[src/rtl/fetch_pkg.sv]
// Shared types and constants for the instruction-fetch sequencing logic.
package fetch_pkg;

    typedef enum logic [1:0] {
        ST_BOOT  = 2'd0,
        ST_RUN   = 2'd1,
        ST_FLUSH = 2'd2
    } fetch_state_e;

    localparam logic [4:0]  REG_ZERO  = 5'd0;
    localparam logic [31:0] NOP_INSTR = 32'h0000_0000;

endpackage

[src/rtl/fetch_pipe_ctrl_if.sv]
// Pipeline-side hazard/redirect inputs and fetch control outputs of fetch_pipe_ctrl.
interface fetch_pipe_ctrl_if #(
    parameter int unsigned CNT_W = 16
);
    logic             ex_mem_pcsrc;
    logic             id_ex_memread;
    logic [4:0]       id_ex_rt;
    logic [4:0]       id_rs;
    logic [4:0]       id_rt;
    logic             id_uses_rt;
    logic             imem_ready;
    logic             pc_we;
    logic             pc_sel;
    logic             if_id_we;
    logic             if_id_flush;
    logic             id_ex_flush;
    logic [1:0]       state;
    logic [CNT_W-1:0] stall_count;
    logic [CNT_W-1:0] flush_count;

    modport master (
        output ex_mem_pcsrc, id_ex_memread, id_ex_rt, id_rs, id_rt, id_uses_rt, imem_ready,
        input  pc_we, pc_sel, if_id_we, if_id_flush, id_ex_flush, state, stall_count, flush_count
    );

    modport slave (
        input  ex_mem_pcsrc, id_ex_memread, id_ex_rt, id_rs, id_rt, id_uses_rt, imem_ready,
        output pc_we, pc_sel, if_id_we, if_id_flush, id_ex_flush, state, stall_count, flush_count
    );
endinterface

[src/rtl/fetch_pipe_ctrl_hazard_detect.sv]
// Combinational load-use comparator: flags an ID instruction that needs the
// result of a load still in EX.
module hazard_detect
    import fetch_pkg::*;
(
    input  logic       id_ex_memread,
    input  logic [4:0] id_ex_rt,
    input  logic [4:0] id_rs,
    input  logic [4:0] id_rt,
    input  logic       id_uses_rt,
    output logic       hazard
);

    // Loads into r0 never create a dependency since r0 is hardwired to zero.
    always_comb begin
        hazard = id_ex_memread && (id_ex_rt != REG_ZERO) &&
                 ((id_ex_rt == id_rs) || (id_uses_rt && (id_ex_rt == id_rt)));
    end

endmodule

[src/rtl/fetch_pipe_ctrl.sv]
// Fetch sequencing controller: boot hold, redirect flush window, load-use and
// imem-wait stalls, plus saturating stall/flush event counters.
module fetch_pipe_ctrl
    import fetch_pkg::*;
#(
    parameter int unsigned BOOT_CYCLES = 2,
    parameter int unsigned FLUSH_DEPTH = 2,
    parameter int unsigned CNT_W       = 16
) (
    input  logic            clk,
    input  logic            rst,
    fetch_pipe_ctrl_if.slave bus
);

    localparam int unsigned BOOT_W = (BOOT_CYCLES > 1) ? $clog2(BOOT_CYCLES) : 1;
    localparam int unsigned FL_W   = (FLUSH_DEPTH > 1) ? $clog2(FLUSH_DEPTH) : 1;
    localparam logic [BOOT_W-1:0] BOOT_LAST    = BOOT_W'(BOOT_CYCLES - 1);
    localparam logic [FL_W-1:0]   FLUSH_RELOAD = FL_W'((FLUSH_DEPTH > 1) ? FLUSH_DEPTH - 2 : 0);
    localparam logic [CNT_W-1:0]  CNT_MAX      = '1;

    fetch_state_e      state_q, state_d;
    logic [BOOT_W-1:0] boot_cnt_q, boot_cnt_d;
    logic [FL_W-1:0]   flush_cnt_q, flush_cnt_d;
    logic [CNT_W-1:0]  stall_count_q, stall_count_d;
    logic [CNT_W-1:0]  flush_count_q, flush_count_d;

    logic hazard;
    logic stall_ev;
    logic flush_ev;
    logic pc_we, pc_sel, if_id_we, if_id_flush, id_ex_flush;

    hazard_detect u_hazard_detect (
        .id_ex_memread (bus.id_ex_memread),
        .id_ex_rt      (bus.id_ex_rt),
        .id_rs         (bus.id_rs),
        .id_rt         (bus.id_rt),
        .id_uses_rt    (bus.id_uses_rt),
        .hazard        (hazard)
    );

    always_comb begin
        state_d     = state_q;
        boot_cnt_d  = boot_cnt_q;
        flush_cnt_d = flush_cnt_q;
        pc_we       = 1'b0;
        pc_sel      = 1'b0;
        if_id_we    = 1'b1;
        if_id_flush = 1'b1;
        id_ex_flush = 1'b1;
        stall_ev    = 1'b0;
        flush_ev    = 1'b0;

        case (state_q)
            ST_BOOT: begin
                if (boot_cnt_q == BOOT_LAST) begin
                    state_d    = ST_RUN;
                    boot_cnt_d = '0;
                end else begin
                    boot_cnt_d = boot_cnt_q + 1'b1;
                end
            end
            ST_RUN, ST_FLUSH: begin
                // Redirect outranks everything: the stalled/waiting work is wrong-path.
                if (bus.ex_mem_pcsrc) begin
                    pc_sel   = 1'b1;
                    pc_we    = 1'b1;
                    flush_ev = 1'b1;
                    if (FLUSH_DEPTH > 1) begin
                        state_d     = ST_FLUSH;
                        flush_cnt_d = FLUSH_RELOAD;
                    end else begin
                        state_d = ST_RUN;
                    end
                end else if (state_q == ST_FLUSH) begin
                    pc_we       = bus.imem_ready;
                    id_ex_flush = 1'b0;
                    if (flush_cnt_q == '0) begin
                        state_d = ST_RUN;
                    end else begin
                        flush_cnt_d = flush_cnt_q - 1'b1;
                    end
                end else if (hazard) begin
                    if_id_we    = 1'b0;
                    if_id_flush = 1'b0;
                    stall_ev    = 1'b1;
                end else if (!bus.imem_ready) begin
                    id_ex_flush = 1'b0;
                    stall_ev    = 1'b1;
                end else begin
                    pc_we       = 1'b1;
                    if_id_flush = 1'b0;
                    id_ex_flush = 1'b0;
                end
            end
            default: begin
                state_d    = ST_BOOT;
                boot_cnt_d = '0;
            end
        endcase

        stall_count_d = (stall_ev && stall_count_q != CNT_MAX) ? stall_count_q + 1'b1 : stall_count_q;
        flush_count_d = (flush_ev && flush_count_q != CNT_MAX) ? flush_count_q + 1'b1 : flush_count_q;
    end

    always_ff @(posedge clk or posedge rst) begin
        if (rst) begin
            state_q       <= ST_BOOT;
            boot_cnt_q    <= '0;
            flush_cnt_q   <= '0;
            stall_count_q <= '0;
            flush_count_q <= '0;
        end else begin
            state_q       <= state_d;
            boot_cnt_q    <= boot_cnt_d;
            flush_cnt_q   <= flush_cnt_d;
            stall_count_q <= stall_count_d;
            flush_count_q <= flush_count_d;
        end
    end

    assign bus.pc_we       = pc_we;
    assign bus.pc_sel      = pc_sel;
    assign bus.if_id_we    = if_id_we;
    assign bus.if_id_flush = if_id_flush;
    assign bus.id_ex_flush = id_ex_flush;
    assign bus.state       = state_q;
    assign bus.stall_count = stall_count_q;
    assign bus.flush_count = flush_count_q;

endmodule

[src/flat_wrapper.sv]
// flat-port wrapper written by rule: the top's interface ports become plain ports
module fetch_pipe_ctrl_flat import fetch_pkg::*;
#(
    parameter int unsigned BOOT_CYCLES = 2,
    parameter int unsigned FLUSH_DEPTH = 2,
    parameter int unsigned CNT_W       = 16
)
  (clk, rst, bus_ex_mem_pcsrc, bus_id_ex_memread, bus_id_ex_rt, bus_id_rs, bus_id_rt, bus_id_uses_rt, bus_imem_ready, bus_pc_we, bus_pc_sel, bus_if_id_we, bus_if_id_flush, bus_id_ex_flush, bus_state, bus_stall_count, bus_flush_count);
  fetch_pipe_ctrl_if #(.CNT_W(CNT_W)) bus_i ();
  input  logic clk;
  input  logic rst;
  input wire logic [$bits(bus_i.ex_mem_pcsrc)-1:0] bus_ex_mem_pcsrc;
  input wire logic [$bits(bus_i.id_ex_memread)-1:0] bus_id_ex_memread;
  input wire logic [$bits(bus_i.id_ex_rt)-1:0] bus_id_ex_rt;
  input wire logic [$bits(bus_i.id_rs)-1:0] bus_id_rs;
  input wire logic [$bits(bus_i.id_rt)-1:0] bus_id_rt;
  input wire logic [$bits(bus_i.id_uses_rt)-1:0] bus_id_uses_rt;
  input wire logic [$bits(bus_i.imem_ready)-1:0] bus_imem_ready;
  output wire logic [$bits(bus_i.pc_we)-1:0] bus_pc_we;
  output wire logic [$bits(bus_i.pc_sel)-1:0] bus_pc_sel;
  output wire logic [$bits(bus_i.if_id_we)-1:0] bus_if_id_we;
  output wire logic [$bits(bus_i.if_id_flush)-1:0] bus_if_id_flush;
  output wire logic [$bits(bus_i.id_ex_flush)-1:0] bus_id_ex_flush;
  output wire logic [$bits(bus_i.state)-1:0] bus_state;
  output wire logic [$bits(bus_i.stall_count)-1:0] bus_stall_count;
  output wire logic [$bits(bus_i.flush_count)-1:0] bus_flush_count;
  assign bus_i.ex_mem_pcsrc = bus_ex_mem_pcsrc;
  assign bus_i.id_ex_memread = bus_id_ex_memread;
  assign bus_i.id_ex_rt = bus_id_ex_rt;
  assign bus_i.id_rs = bus_id_rs;
  assign bus_i.id_rt = bus_id_rt;
  assign bus_i.id_uses_rt = bus_id_uses_rt;
  assign bus_i.imem_ready = bus_imem_ready;
  assign bus_pc_we = bus_i.pc_we;
  assign bus_pc_sel = bus_i.pc_sel;
  assign bus_if_id_we = bus_i.if_id_we;
  assign bus_if_id_flush = bus_i.if_id_flush;
  assign bus_id_ex_flush = bus_i.id_ex_flush;
  assign bus_state = bus_i.state;
  assign bus_stall_count = bus_i.stall_count;
  assign bus_flush_count = bus_i.flush_count;
  fetch_pipe_ctrl #(.BOOT_CYCLES(BOOT_CYCLES), .FLUSH_DEPTH(FLUSH_DEPTH), .CNT_W(CNT_W)) u_core (.clk(clk), .rst(rst), .bus(bus_i));
endmodule
[config.mk]
export PLATFORM = sky130hd
export DESIGN_NAME = fetch_pipe_ctrl_flat
export DESIGN_NICKNAME = d
export VERILOG_FILES = /design/src/rtl/fetch_pkg.sv /design/src/rtl/fetch_pipe_ctrl_if.sv /design/src/rtl/fetch_pipe_ctrl_hazard_detect.sv /design/src/rtl/fetch_pipe_ctrl.sv /design/src/flat_wrapper.sv
export SDC_FILE = /design/constraint.sdc
export NUM_CORES = 1
export LEC_CHECK = 0
export CORE_MARGIN = 2
export CORE_UTILIZATION = 47
export DETAILED_ROUTE_END_ITERATION = 10
export GPL_ROUTABILITY_DRIVEN = 0
export PLACE_DENSITY = 0.79
export SYNTH_ARGS = -nofsm -noshare
export SYNTH_HDL_FRONTEND = slang
export SYNTH_SLANG_ARGS = --single-unit
[constraint.sdc]
create_clock -name clk -period 2.9 [get_ports clk]
set_clock_uncertainty 0.05 [all_clocks]
set_input_delay 0.87 -clock clk [delete_from_list [all_inputs] [get_ports clk]]
set_output_delay 0.87 -clock clk [all_outputs]
set_load 0.005 [all_outputs]
==> flow_summary.toml <==
[logic_synthesis]
postSynthCellCount = 202
synth_area_leader_cell = "dfrtp_1"
synth.yosys.warnings = 0
count_of_distinct_cell_types_in_the_synthesized_netlist = 35
post_synth_instance_area_mm2 = 0.002016
ys_seq_area_share_pct = 43.45
syn_area_per_cell_um2 = 9.979
synthDominantCellAreaShare_pct = 43.45
synth-seq-cells = 35
synth.net_count = 228
yosys-top-cells-area = "dfrtp_1 (43%), xor2_1 (8.3%), xnor2_1 (7.4%), nand2_1 (4.5%), nor4_2 (3.7%)"

[sta]
report.final.slew_viol_count = 0
final-setup-viol-count = 19
worst_hold_slack_ns = 0.4365
final_min_period_over_clock_period_pct = 104.2
slew_headroom_pct = 54.68
worst_slack_ns = -0.1221
time_the_worst_path_needs_with_i_o_delays_and_setup_ns = 3.022
rsz_0062_raised_after_global_routing = "true"
final-hold-violation-count = 0
finalSetupTns_ns = -1.232
worst_pin_slew_ns = 0.6791
max_clock_freq_mhz = 330.9

[cells_and_area]
final_layout_size_suffix_gt1_share_pct = 35.18
num-fill-cells = 238
commonest_non_fill_non_tap_cell_in_the_layout = "clkdlybuf4s50_1"
fin_util_pct = 81.25
final_cell_mix = "clkdlybuf4s50_1 (38), buf_4 (36), dfrtp_1 (35)"
antenna-diode-count = 0
final-seq-area_um2 = 875.8
syn_to_final_growth_pct = 63.56
multi_input_area_mm2 = 0.001383
final_net_count = 332

[global_routing]
globalRouteTotalUtil_pct = 24.44
grt_antenna_before_repair = 0
grt_remaining_overflow = 0
grt_max_degree = 36
vias_in_the_first_global_route = 1945
grt_pass1_wl_um = 9370

[routing]
drt_pass1_iterations = 4
remaining_drc_errors = 0
total_via_count_after_detailed_routing = 1915
dr.first_iter.drc_count = 63
drt-total-wl_um = 5835
antenna_left = 0
detail_route.vias_per_cell = 5.364
avgRoutedWirePerCell_um = 16.34

[min_path]
worstHoldStart = "u_core.bus.stall_count[4]"
holdCritPathClass = "flip-flop to flip-flop"
holdPathStages = 1

[critical_path]
timing.critical_path.to_type = "primary output"
worst_setup_path_start_kind = "input pin"
cp-startpoint = "bus_id_ex_rt[0]"
r2r_start = "u_core.bus.state[0]"
worst_ep_required_time_ns = 1.98
critical_path.max_fanout = 3
number_of_cells_traversed_by_the_worst_register_to_register_path = 9
arrival_time_at_the_worst_endpoint_ns = 2.10
worstSetupPathType = "input pin to primary output"

[floorplan]
fp.coreArea_mm2 = 0.004058
initial_core_util_pct = 49.68
io_pins = 60
die_area_mm2 = 0.004829
rows = 23
dieWidth_um = 69.49
fp.dieH_um = 69.49

[clocking]
numClockSinks = 35
numCtsBuffers = 5
cts_tree = "built"
clkSlewWorstSetupHoldPaths_ns = 0.07
clk-insertion-delay-late_ns = 0.28
cts-root-buf = "clkbuf_8"
h_tree_levels = 2
cts-root-to-sink-buffers = 2

[power_and_ir_drop]
power-per-cell-area_mw_per_mm2 = 534.1
max-vdd-ir-drop_mv = 0.4884
leakage_nw = 1.461

[outcome]
outcome = "finished with violations"
failed_checks = "setup timing"

[placement]
io_buffer_count = 59
hpwlAfterDp_um = 3548

[flow_run]
max_capacitance_violation_count = 0
-- layer usage --
metal | up-vias | share of wire (%) | track usage (%)
met2 | 78 | 51 | 43.27
met4 | 0 | 3.3 | 8.497
li1 | 914 | - | -
met1 | 901 | 39 | 27.91
met5 | - | 0 | 0
met3 | 22 | 6.0 | 7.267
-- metrics by stage --
step | instances | worst slack, ns | power (mW) | area, µm²
after floorplan | 202 | 0.1671 | 1.003 | 2016
after global placement | 329 | -0.8737 | 1.335 | 2796
after detailed placement | 329 | -0.9315 | 1.351 | 2796
after CTS | 356 | -0.1081 | 1.735 | 3169
after global routing | 357 | -0.1660 | 1.878 | 3297
final | 357 | -0.1221 | 1.761 | 3297
-- cell usage after synthesis --
library cell,instances
or3b_1,1
o31ai_1,2
nor3b_4,1
o22ai_1,1
a2111oi_1,1
mux2_2,4
inv_1,10
nand2b_1,2
or3_1,3
nand2_1,24
a21oi_1,3
ha_1,5
nor4b_1,2
nand3_1,9
nor2b_1,2
nor4_1,1
nor3_2,2
o221ai_2,1
a21o_1,2
nor3_1,7
xnor2_1,17
nor4b_2,1
and3_1,3
nor2_1,17
dfrtp_1,35
xor2_1,19
nand4_1,8
and4_1,2
nor4_2,6
a31oi_1,1
o31a_1,1
o21ai_0,5
buf_6,2
nor2_2,1
a31o_2,1
-- sequential cells by signal, indices dropped and copies added, names as in the netlist --
register                count
u_core.bus.stall_count     16
u_core.bus.flush_count     16
u_core.bus.state            2
u_core.boot_cnt_q           1
-- logic make-up (layout without fill, tap and decap cells) --
family          Yosys count  after routing  synth area share (%)
mux                       4              4                 2.234
fa+ha+maj                 5              5                 3.104
buf+inv                  12            117                 2.980
compound gates           18             18                 6.207
xor+xnor                 36             36                 15.64
flops                    35             35                 43.45
simple gates             92             92                 26.38
-- area by class of cell --
| class | count | share of cell area, % |
|---|---|---|
| Sequential cell | 35 | 26.57 |
| Tap cell | 50 | 1.898 |
| Clock inverter | 1 | 0.1518 |
| Multi-Input combinational cell | 155 | 41.94 |
| Inverter | 10 | 1.139 |
| Clock buffer | 7 | 2.315 |
| Timing Repair Buffer | 99 | 26.00 |
-- critical path: stages --
cell and delay (ns):
buf_6 0.12, or3_4 0.40, o31ai_4 0.22, nor2_2 0.07, buf_4 0.14, a21o_1 0.16, buf_2 0.12
-- power breakdown --
| part | switching, mW | leakage (nW) | total, mW | internal, mW |
|---|---|---|---|---|
| sequential | 0.0958 | 0.461 | 0.666 | 0.570 |
| clock | 0.171 | 0.0422 | 0.340 | 0.169 |
| combinational | 0.339 | 0.958 | 0.755 | 0.416 |
-- timing repair --
item / in CTS / in global routing
buffers inserted: 21 / 1
setup endpoints to repair: 5 / 20
pin swaps: 28 / 25
hold buffers: 0 / 0
gates resized for setup: 101 / 34
-- final timing paths --
path                                              to  slack [ns]
min                        u_core.bus.stall_count[4]        0.44
max reg2reg                u_core.bus.stall_count[9]        0.46
max in group asynchronous  u_core.bus.stall_count[3]        1.52
max                                  bus_id_ex_flush       -0.12
min reg2reg                u_core.bus.stall_count[4]        0.44
min in group asynchronous        u_core.bus.state[1]        0.95
No activity file was read; power rests on OpenSTA's default activity.
